<file path="src/rtl/spi_slave_rx_tx_if.sv">
// Bus bundle for the SPI responder: the SPI pins plus the local-side
// TX load and RX/status interface.
//   slave  modport : used by spi_slave_rx_tx (SPI pins and tx_* in, miso/status out)
//   master modport : used by whatever drives the link and consumes rx_data
// Signals: sclk, ss (active-low), mosi, miso, miso_oe, tx_data, tx_load,
//          rx_data, rx_valid, busy, tx_underrun, frame_err.
interface spi_slave_rx_tx_if #(
  parameter int DATA_W = 8
);
  logic              sclk;
  logic              ss;
  logic              mosi;
  logic              miso;
  logic              miso_oe;
  logic [DATA_W-1:0] tx_data;
  logic              tx_load;
  logic [DATA_W-1:0] rx_data;
  logic              rx_valid;
  logic              busy;
  logic              tx_underrun;
  logic              frame_err;

  modport slave (
    input  sclk, ss, mosi, tx_data, tx_load,
    output miso, miso_oe, rx_data, rx_valid, busy, tx_underrun, frame_err
  );

  modport master (
    output sclk, ss, mosi, tx_data, tx_load,
    input  miso, miso_oe, rx_data, rx_valid, busy, tx_underrun, frame_err
  );
endinterface

</file>
<file path="src/rtl/spi_slave_rx_tx.sv">
// SPI responder, mode 0 (CPOL=0, CPHA=0), MSB first. sclk/ss/mosi are
// oversampled on global_clk through 2-flop synchronisers; edges are taken
// from the 2nd flop against a 3rd history flop.
// Ports:
//   global_clk : system clock, all logic on posedge
//   reset      : asynchronous, active-high
//   bus        : spi_slave_rx_tx_if.slave
//                sclk/ss/mosi in, miso/miso_oe out,
//                tx_data/tx_load in (TX holding register load),
//                rx_data/rx_valid out (last received word, 1-cycle strobe),
//                busy, tx_underrun, frame_err status out.
module spi_slave_rx_tx #(
  parameter int                DATA_W     = 8,
  parameter logic [DATA_W-1:0] DEFAULT_TX = {DATA_W{1'b1}}
) (
  input  logic                   global_clk,
  input  logic                   reset,
  spi_slave_rx_tx_if.slave       bus
);
  localparam int                CNT_W = $clog2(DATA_W + 1);
  localparam logic [CNT_W-1:0]  FULL  = CNT_W'(DATA_W);
  localparam logic [CNT_W-1:0]  LAST  = CNT_W'(DATA_W - 1);

  typedef enum logic {IDLE, SHIFT} state_t;
  state_t state, state_nxt;

  logic sclk_p0, sclk_p1, sclk_p2;
  logic ss_p0, ss_p1, ss_p2;
  logic mosi_p0, mosi_p1;
  logic sclk_rise, sclk_fall, ss_fall, ss_rise;
  logic start_idle, start_b2b;

  logic [DATA_W-1:0] shift_tx, shift_rx, tx_hold, rx_data_r;
  logic [CNT_W-1:0]  bit_cnt;
  logic              tx_pending, und_arm;
  logic              rx_valid_r, tx_underrun_r, frame_err_r;

  // Stage p0/p1: two-flop synchronisers; p2: edge history
  always_ff @(posedge global_clk or posedge reset) begin
    if (reset) begin
      sclk_p0 <= 1'b0; sclk_p1 <= 1'b0; sclk_p2 <= 1'b0;
      ss_p0   <= 1'b1; ss_p1   <= 1'b1; ss_p2   <= 1'b1;
      mosi_p0 <= 1'b0; mosi_p1 <= 1'b0;
    end else begin
      sclk_p0 <= bus.sclk; sclk_p1 <= sclk_p0; sclk_p2 <= sclk_p1;
      ss_p0   <= bus.ss;   ss_p1   <= ss_p0;   ss_p2   <= ss_p1;
      mosi_p0 <= bus.mosi; mosi_p1 <= mosi_p0;
    end
  end

  assign sclk_rise = sclk_p1 & ~sclk_p2;
  assign sclk_fall = ~sclk_p1 & sclk_p2;
  assign ss_fall   = ~ss_p1 & ss_p2;
  assign ss_rise   = ss_p1 & ~ss_p2;

  always_ff @(posedge global_clk or posedge reset) begin
    if (reset) state <= IDLE;
    else       state <= state_nxt;
  end

  always_comb begin
    state_nxt  = state;
    start_idle = 1'b0;
    start_b2b  = 1'b0;
    case (state)
      IDLE: begin
        if (ss_fall) begin
          state_nxt  = SHIFT;
          start_idle = 1'b1;
        end
      end
      SHIFT: begin
        if (ss_rise) state_nxt = IDLE;
        else start_b2b = ~ss_p1 & sclk_fall & (bit_cnt == FULL);
      end
      default: state_nxt = IDLE;
    endcase
  end

  // Stage p3: shift, word framing and status pulses
  always_ff @(posedge global_clk or posedge reset) begin
    if (reset) begin
      shift_tx      <= '0;
      shift_rx      <= '0;
      tx_hold       <= '0;
      rx_data_r     <= '0;
      bit_cnt       <= '0;
      tx_pending    <= 1'b0;
      und_arm       <= 1'b0;
      rx_valid_r    <= 1'b0;
      tx_underrun_r <= 1'b0;
      frame_err_r   <= 1'b0;
    end else begin
      rx_valid_r    <= 1'b0;
      tx_underrun_r <= 1'b0;
      frame_err_r   <= 1'b0;
      if (bus.tx_load) begin
        tx_hold    <= bus.tx_data;
        tx_pending <= 1'b1;
      end
      if (start_idle || start_b2b) begin
        // A same-cycle tx_load bypasses the holding register.
        shift_tx   <= bus.tx_load ? bus.tx_data : (tx_pending ? tx_hold : DEFAULT_TX);
        tx_pending <= 1'b0;
        bit_cnt    <= '0;
        // The trailing sclk fall of every word starts a new one; its
        // underrun is only reported once that word really clocks a bit,
        // so a frame ending cleanly after its last word stays silent.
        if (start_idle) tx_underrun_r <= ~tx_pending & ~bus.tx_load;
        else            und_arm       <= ~tx_pending & ~bus.tx_load;
      end else if (state == SHIFT) begin
        if (ss_rise) begin
          frame_err_r <= (bit_cnt != '0) && (bit_cnt != FULL);
          und_arm     <= 1'b0;
        end else if (sclk_rise && bit_cnt != FULL) begin
          shift_rx <= {shift_rx[DATA_W-2:0], mosi_p1};
          bit_cnt  <= bit_cnt + 1'b1;
          if (bit_cnt == LAST) begin
            rx_data_r  <= {shift_rx[DATA_W-2:0], mosi_p1};
            rx_valid_r <= 1'b1;
          end
          if (und_arm) begin
            tx_underrun_r <= 1'b1;
            und_arm       <= 1'b0;
          end
        end else if (sclk_fall && bit_cnt != FULL) begin
          shift_tx <= shift_tx << 1;
        end
      end
    end
  end

  assign bus.busy        = (state == SHIFT);
  assign bus.miso_oe     = (state == SHIFT) & ~ss_p1;
  assign bus.miso        = bus.miso_oe & shift_tx[DATA_W-1];
  assign bus.rx_data     = rx_data_r;
  assign bus.rx_valid    = rx_valid_r;
  assign bus.tx_underrun = tx_underrun_r;
  assign bus.frame_err   = frame_err_r;
endmodule

</file>
<file path="src/flat_wrapper.sv">
// flat-port wrapper written by rule: the top's interface ports become plain ports
module spi_slave_rx_tx_flat 
#(
  parameter int                DATA_W     = 8,
  parameter logic [DATA_W-1:0] DEFAULT_TX = {DATA_W{1'b1}}
)
  (global_clk, reset, bus_sclk, bus_ss, bus_mosi, bus_tx_data, bus_tx_load, bus_miso, bus_miso_oe, bus_rx_data, bus_rx_valid, bus_busy, bus_tx_underrun, bus_frame_err);
  spi_slave_rx_tx_if #(.DATA_W(DATA_W)) bus_i ();
  input  logic global_clk;
  input  logic reset;
  input wire logic [$bits(bus_i.sclk)-1:0] bus_sclk;
  input wire logic [$bits(bus_i.ss)-1:0] bus_ss;
  input wire logic [$bits(bus_i.mosi)-1:0] bus_mosi;
  input wire logic [$bits(bus_i.tx_data)-1:0] bus_tx_data;
  input wire logic [$bits(bus_i.tx_load)-1:0] bus_tx_load;
  output wire logic [$bits(bus_i.miso)-1:0] bus_miso;
  output wire logic [$bits(bus_i.miso_oe)-1:0] bus_miso_oe;
  output wire logic [$bits(bus_i.rx_data)-1:0] bus_rx_data;
  output wire logic [$bits(bus_i.rx_valid)-1:0] bus_rx_valid;
  output wire logic [$bits(bus_i.busy)-1:0] bus_busy;
  output wire logic [$bits(bus_i.tx_underrun)-1:0] bus_tx_underrun;
  output wire logic [$bits(bus_i.frame_err)-1:0] bus_frame_err;
  assign bus_i.sclk = bus_sclk;
  assign bus_i.ss = bus_ss;
  assign bus_i.mosi = bus_mosi;
  assign bus_i.tx_data = bus_tx_data;
  assign bus_i.tx_load = bus_tx_load;
  assign bus_miso = bus_i.miso;
  assign bus_miso_oe = bus_i.miso_oe;
  assign bus_rx_data = bus_i.rx_data;
  assign bus_rx_valid = bus_i.rx_valid;
  assign bus_busy = bus_i.busy;
  assign bus_tx_underrun = bus_i.tx_underrun;
  assign bus_frame_err = bus_i.frame_err;
  spi_slave_rx_tx #(.DATA_W(DATA_W), .DEFAULT_TX(DEFAULT_TX)) u_core (.global_clk(global_clk), .reset(reset), .bus(bus_i));
endmodule
</file>
<file path="config.mk">
export PLATFORM = sky130hd
export DESIGN_NAME = spi_slave_rx_tx_flat
export DESIGN_NICKNAME = d
export VERILOG_FILES = /design/src/rtl/spi_slave_rx_tx_if.sv /design/src/rtl/spi_slave_rx_tx.sv /design/src/flat_wrapper.sv
export SDC_FILE = /design/constraint.sdc
export NUM_CORES = 1
export LEC_CHECK = 0
export BUFFER_PORTS_ARGS = -buffer_cell sky130_fd_sc_hd__buf_2
export CAP_MARGIN = 20
export CORE_MARGIN = 5
export CORE_UTILIZATION = 56
export DETAILED_ROUTE_END_ITERATION = 16
export HOLD_SLACK_MARGIN = 0.06
export PLACE_DENSITY = 0.86
export SKIP_CTS_REPAIR_TIMING = 1
export SLEW_MARGIN = 0
export SYNTH_ARGS = -nofsm -noshare
export SYNTH_HDL_FRONTEND = slang
export SYNTH_SLANG_ARGS = --single-unit
</file>
<file path="constraint.sdc">
create_clock -name global_clk -period 2.6 [get_ports global_clk]
set_input_delay 0.78 -clock global_clk [delete_from_list [all_inputs] [get_ports global_clk]]
set_output_delay 0.78 -clock global_clk [all_outputs]
set_load 0.01 [all_outputs]
</file>
# Yosys cells after proc, flatten, opt, wreduce, memory -nomap -nowiden

Cells that the tools add are included.

Register bits: 49
Latch bits: 0
Bits in writable memories: 0
Memory bits (read-only): 0
Input bits: 14
Output and inout bits: 14
Word-level logic and storage cells: 97
Memories kept: 0

Add/subtract/negate cells: 1
$mul: 0
Div/mod/pow operators: 0
$lt $le $gt $ge: 0
Eq/ne operators: 6
Shift-type cells: 0
Mux-type cells: 38
Bitwise logic cells: 18
Reductions and logical operators: 15

Operators by type and width:

| cell                                           | number |
|---|---|
| 2-to-1 mux 8 bit                               | 7 |
| 2-to-1 mux 1 bit                               | 26 |
| 2-to-1 mux 4 bit                               | 4 |
| AND 1 bit                                      | 9 |
| inverter 1 bit                                 | 9 |
| AND reduction 4 bit                            | 2 |
| nonzero test 2 bit                             | 4 |
| AND reduction 3 bit                            | 2 |
| AND reduction 5 bit                            | 1 |
| adder 4 x 1 -> 4 bit (second input constant)   | 1 |
| == test 4 x 3 -> 1 bit (second input constant) | 1 |
| == test 4 bit (second input constant)          | 1 |
| != test 2 bit (second input constant)          | 2 |
| != test 4 bit (second input constant)          | 1 |
| nonzero test 4 bit                             | 1 |
| logical AND 1 bit                              | 3 |
| nonzero test 3 bit                             | 1 |
| != test 2 x 1 -> 1 bit (second input constant) | 1 |
| case mux 1 bit (2 select lines)                | 1 |
| logical OR 1 bit                               | 1 |

# Longest topological paths before layout

Depth after elaboration: 9
Mapped depth: 7
Depth with buffers taken out: 6

# Worst setup path before layout

OpenSTA, ideal clock, no wires.

Path kind: register to output
From: register u_core.state, in the netlist u_core.bus.busy
To: output bus_miso
Arrival: 1019 ps
Data required time: 1820 ps
Setup slack: 801 ps
Stages on the path, launching flop included: 3
Buffers on the path: 0
Cell sequence: dfrtp_1 -> nor2b_1 -> and2_1

Longest elaborated chain between the ends: 2

Ends and longest elaborated chain:

| item                   | RTL line               | RTL |
|---|---|---|
| start, declared        | spi_slave_rx_tx.sv:25  | `state_t state, state_nxt;` |
| start signal, assigned | spi_slave_rx_tx.sv:58  | `else state <= state_nxt;` |
| AND 1 bit              | spi_slave_rx_tx.sv:134 | `assign bus.miso_oe = (state == SHIFT) & ~ss_p1;` |
| named net bus_miso_oe  | flat_wrapper.sv:17     | `output wire logic [$bits(bus_i.miso_oe)-1:0] bus_miso_oe;` |
| AND 1 bit              | spi_slave_rx_tx.sv:135 | `assign bus.miso = bus.miso_oe & shift_tx[DATA_W-1];` |
| end, declared          | flat_wrapper.sv:16     | `output wire logic [$bits(bus_i.miso)-1:0] bus_miso;` |

The timed path passes the listed nets, and every way through them passes these cells.

# Worst setup path after layout

From: register u_core.state, in the netlist u_core.bus.busy
To: output bus_miso

Longest elaborated chain between the ends: 2

Ends and longest elaborated chain:

| item      | RTL line |
|---|---|
| AND 1 bit | spi_slave_rx_tx.sv:134 |
| AND 1 bit | spi_slave_rx_tx.sv:135 |

Every way passes these cells.

==> insert_results.sql <==
INSERT INTO impl_metrics (metric_group, metric, value, unit) VALUES
('outcome', 'outcome', 'completed', ''),
('finish', 'area.sequential', '1230', 'µm²'),
('timing', 'totalNegativeSetupSlack', '0', 'ns'),
('placed_design', 'dp_hpwl', '2.761', 'mm'),
('floorplanning', 'floorplan.io_pins', '28', ''),
('floorplanning', 'floorplan.initialDensity', '0.5715', ''),
('synth', 'count_of_unique_library_cells_instantiated_by_yosys', '33', ''),
('routing', 'top_routing_layer_used', 'met4', ''),
('synth', 'synth_top_flop_cell', 'sky130_fd_sc_hd__dfrtp_1', ''),
('finish', 'drive_gt1_frac', '0.3665', ''),
('synth', 'synth_top_area_cell', 'sky130_fd_sc_hd__dfrtp_1', ''),
('global_route', 'grt_start_max_net_pins', '50', ''),
('synth', 'postSynth.asyncResetShare', '1.000', ''),
('placed_design', 'port_buffers', '27', ''),
('timing', 'final.setup_skew', '0.007239', 'ns'),
('synth', 'yosysWarningCount', '0', ''),
('power_and_ir_drop', 'power.total', '1.667', 'mW'),
('critical_path', 'timing.critical_path.from_type', 'flip-flop', ''),
('routing', 'wl_met3', '250', 'µm'),
('synth', 'postSynthRegisterBits', '49', ''),
('global_route', 'grt_antenna_before_repair', '0', ''),
('finish', 'antenna-diode-count', '0', ''),
('routing', 'met2WireLength', '2.065', 'mm'),
('finish', 'most-common-layout-cells', '46 x sky130_fd_sc_hd__dfrtp_1, 27 x sky130_fd_sc_hd__buf_2, 15 x sky130_fd_sc_hd__mux2_2', ''),
('critical_path', 'setup.worst_path.class', 'reg2out', ''),
('synth', 'syn-mean-instance-area', '12.96', 'µm²'),
('finish', 'layout.filler_cells', '270', ''),
('timing', 'tightest_slew', '0.7157', 'ns'),
('timing', 'max_freq', '451.3', 'MHz'),
('floorplanning', 'fp.dieArea', '4993', 'µm²'),
('routing', 'drc_markers', '0', ''),
('global_route', 'globalRoute.totalOverflow', '0', ''),
('timing', 'grt_setup_unrepaired', 'no', ''),
('cts', 'max-clock-path-buffers', '2', ''),
('finish', 'fin_nets', '206', ''),
('routing', 'antenna_violation_net_count_after_detailed_routing', '0', ''),
('synth', 'synth_nets', '175', ''),
('global_route', 'grt.total_usage', '0.1744', ''),
('cts', 'cts_made_buffers', '5', ''),
('routing', 'detail_route.wirelength', '3.979', 'mm'),
('routing', 'detail_route.vias_per_cell', '5.883', ''),
('floorplanning', 'core_area', '3606', 'µm²'),
('power_and_ir_drop', 'power.density', '711.8', 'nW/µm²'),
('timing', 'finalWorstPathRequiredPeriod', '2.216', 'ns'),
('routing', 'dr_total_vias', '1406', ''),
('synth', 'post_syn_instances', '159', ''),
('routing', 'drt_pre_antenna_iters', '4', ''),
('finish', 'layout.cells.most_common', 'sky130_fd_sc_hd__dfrtp_1', ''),
('cts', 'cts_max_level', '2', ''),
('critical_path', 'critPathCaptureType', 'output port', ''),
('cts', 'clk_pin_slew_worst_paths', '0.08', 'ns'),
('synth', 'netlist.area_leader.share', '0.5586', ''),
('critical_path', 'critical_path_arrival', '1.44', 'ns'),
('floorplanning', 'floorplan.die.height', '70.66', 'µm'),
('cts', 'cts_tree', 'done', ''),
('hold_path', 'min_path_type', 'reg2reg', ''),
('run', 'max_cap_viol_count', '0', ''),
('timing', 'finalSetupViolations', '0', ''),
('finish', 'multiInputGateArea', '757.0', 'µm²'),
('cts', 'cts.sink_count', '49', ''),
('timing', 'relative_slew_slack', '0.5211', ''),
('timing', 'min_period_over_period', '0.8522', ''),
('synth', 'post_synth_instance_area', '2061', 'µm²'),
('routing', 'drt_first_iter_violations', '122', ''),
('routing', 'drt-met1-wl', '1.590', 'mm'),
('timing', 'timing_max_transition_violations_final', '0', ''),
('placed_design', 'finalWeightedCongestion', '0.8557', ''),
('finish', 'synthToLayoutAreaGrowth', '13.66', '%'),
('routing', 'routedWlPerCell', '16.65', 'µm'),
('synth', 'netlist_top_cells_area', 'sky130_fd_sc_hd__dfrtp_1 56%, sky130_fd_sc_hd__mux2_2 8.2%, sky130_fd_sc_hd__mux2_4 5.8%', ''),
('power_and_ir_drop', 'vdd.ir_drop.worst', '0.2586', 'mV'),
('floorplanning', 'x_dimension_of_the_die', '70.66', 'µm'),
('cts', 'clock_latency', '0.30', 'ns'),
('global_route', 'grt_first_pass_wirelength', '6.920', 'mm'),
('critical_path', 'crit_fanout', '7', ''),
('power_and_ir_drop', 'power.static_leakage', '1.104', 'nW'),
('global_route', 'number_of_global_route_vias_before_repair', '1428', ''),
('synth', 'yosysSeqAreaShare', '0.5968', ''),
('cts', 'clock-root-buffer', 'sky130_fd_sc_hd__clkbuf_8', ''),
('floorplanning', 'rows', '22', ''),
('timing', 'timing.final.hold_violations', '0', ''),
('critical_path', 'critical_path_required', '1.82', 'ns'),
('synth', 'synth_edf_count', '0', '');
worst max-delay path: stages, from the launching register on:
cell                      delay, ns
sky130_fd_sc_hd__dfrtp_1       0.45
sky130_fd_sc_hd__nor2b_1       0.38
sky130_fd_sc_hd__and2_1        0.18
sky130_fd_sc_hd__buf_2         0.12
per-layer routing:
metal  global-route usage  vias to the layer above
li1                     -                      635
met1               0.2113                      700
met2               0.3056                       63
met3              0.03551                        8
met4              0.06889                        0
met5                    0                        -
flip-flops by register name (all words and copies together) (netlist names):
signal                  flops
u_core.mosi_p0              1
u_core.sclk_p1              1
u_core.bit_cnt              4
u_core.bus.rx_valid         1
u_core.tx_pending           1
u_core.ss_p2                1
u_core.shift_rx             7
u_core.und_arm              1
u_core.bus.tx_underrun      1
u_core.ss_p1                1
u_core.ss_p0                1
u_core.mosi_p1              1
u_core.sclk_p0              1
u_core.tx_hold              8
u_core.bus.busy             1
u_core.sclk_p2              1
u_core.shift_tx             8
u_core.bus.rx_data          8
u_core.bus.frame_err        1
kinds of logic after synthesis:
group / Yosys count / share of synthesized area
flops: 49 / 0.5968
simple gates: 41 / 0.1324
buf+inv: 15 / 0.03582
fa+ha+maj: 2 / 0.01214
mux: 23 / 0.1403
compound gates: 29 / 0.08258
final timing paths:
path	startpoint	endpoint	slack, ns	cells past startpoint
hold / removal	u_core.sclk_p0$_DFF_PP0_	u_core.sclk_p1$_DFF_PP0_	0.35	0
setup / recovery	u_core.bus.busy$_DFF_PP0_	bus_miso	0.38	3
hold reg to reg	u_core.sclk_p0$_DFF_PP0_	u_core.sclk_p1$_DFF_PP0_	0.35	0
max in group asynchronous	reset	u_core.ss_p1$_DFF_PP1_	1.82	3
min in group asynchronous	reset	u_core.shift_tx[6]$_DFFE_PP0P_	0.51	3
setup reg to reg	u_core.ss_p2$_DFF_PP1_	u_core.bus.rx_data[2]$_DFFE_PP0P_	0.54	4
stage by stage:
stage / std cells / util / area (µm²) / worst slack [ns] / hold slack, ns
after global routing: 239 / 0.6495 / 2342 / 0.2979 / 0.3575
after CTS: 239 / 0.6495 / 2342 / 0.4056 / 0.3547
after floorplan: 159 / - / 2061 / 0.6521 / 0.3312
final: 239 / 0.6495 / 2342 / 0.3844 / 0.3519
after global placement: 231 / 0.6253 / 2255 / 0.6368 / 0.3317
after detailed placement: 231 / 0.6253 / 2255 / 0.5478 / 0.3356
power by group:
part	switching, mW	internal (mW)	leakage [nW]	total, mW
combinational	0.135	0.131	0.460	0.265
sequential	0.0826	0.886	0.606	0.969
clock	0.244	0.190	0.0374	0.433
total	0.461	1.21	1.10	1.67
Yosys cell counts, drive strengths merged, types with 3 or more instances:
master  number
mux2        23
o21ai       12
dfrtp       46
nor3         8
a31oi        8
dfstp        3
nand3b       3
a21oi        6
inv          7
nor2b        4
clkbuf       3
buf          4
nand4        8
nand2        4
area by class of cell:
type / instances / area share
flip-flops and latches: 49 / 0.5251
multi-input cells: 95 / 0.3232
repair buffers: 31 / 0.07585
clock buffers: 6 / 0.03098
well taps: 48 / 0.02564
inverters: 8 / 0.01282
clock inverters: 2 / 0.006410
Power figures use the tool's default switching activity.
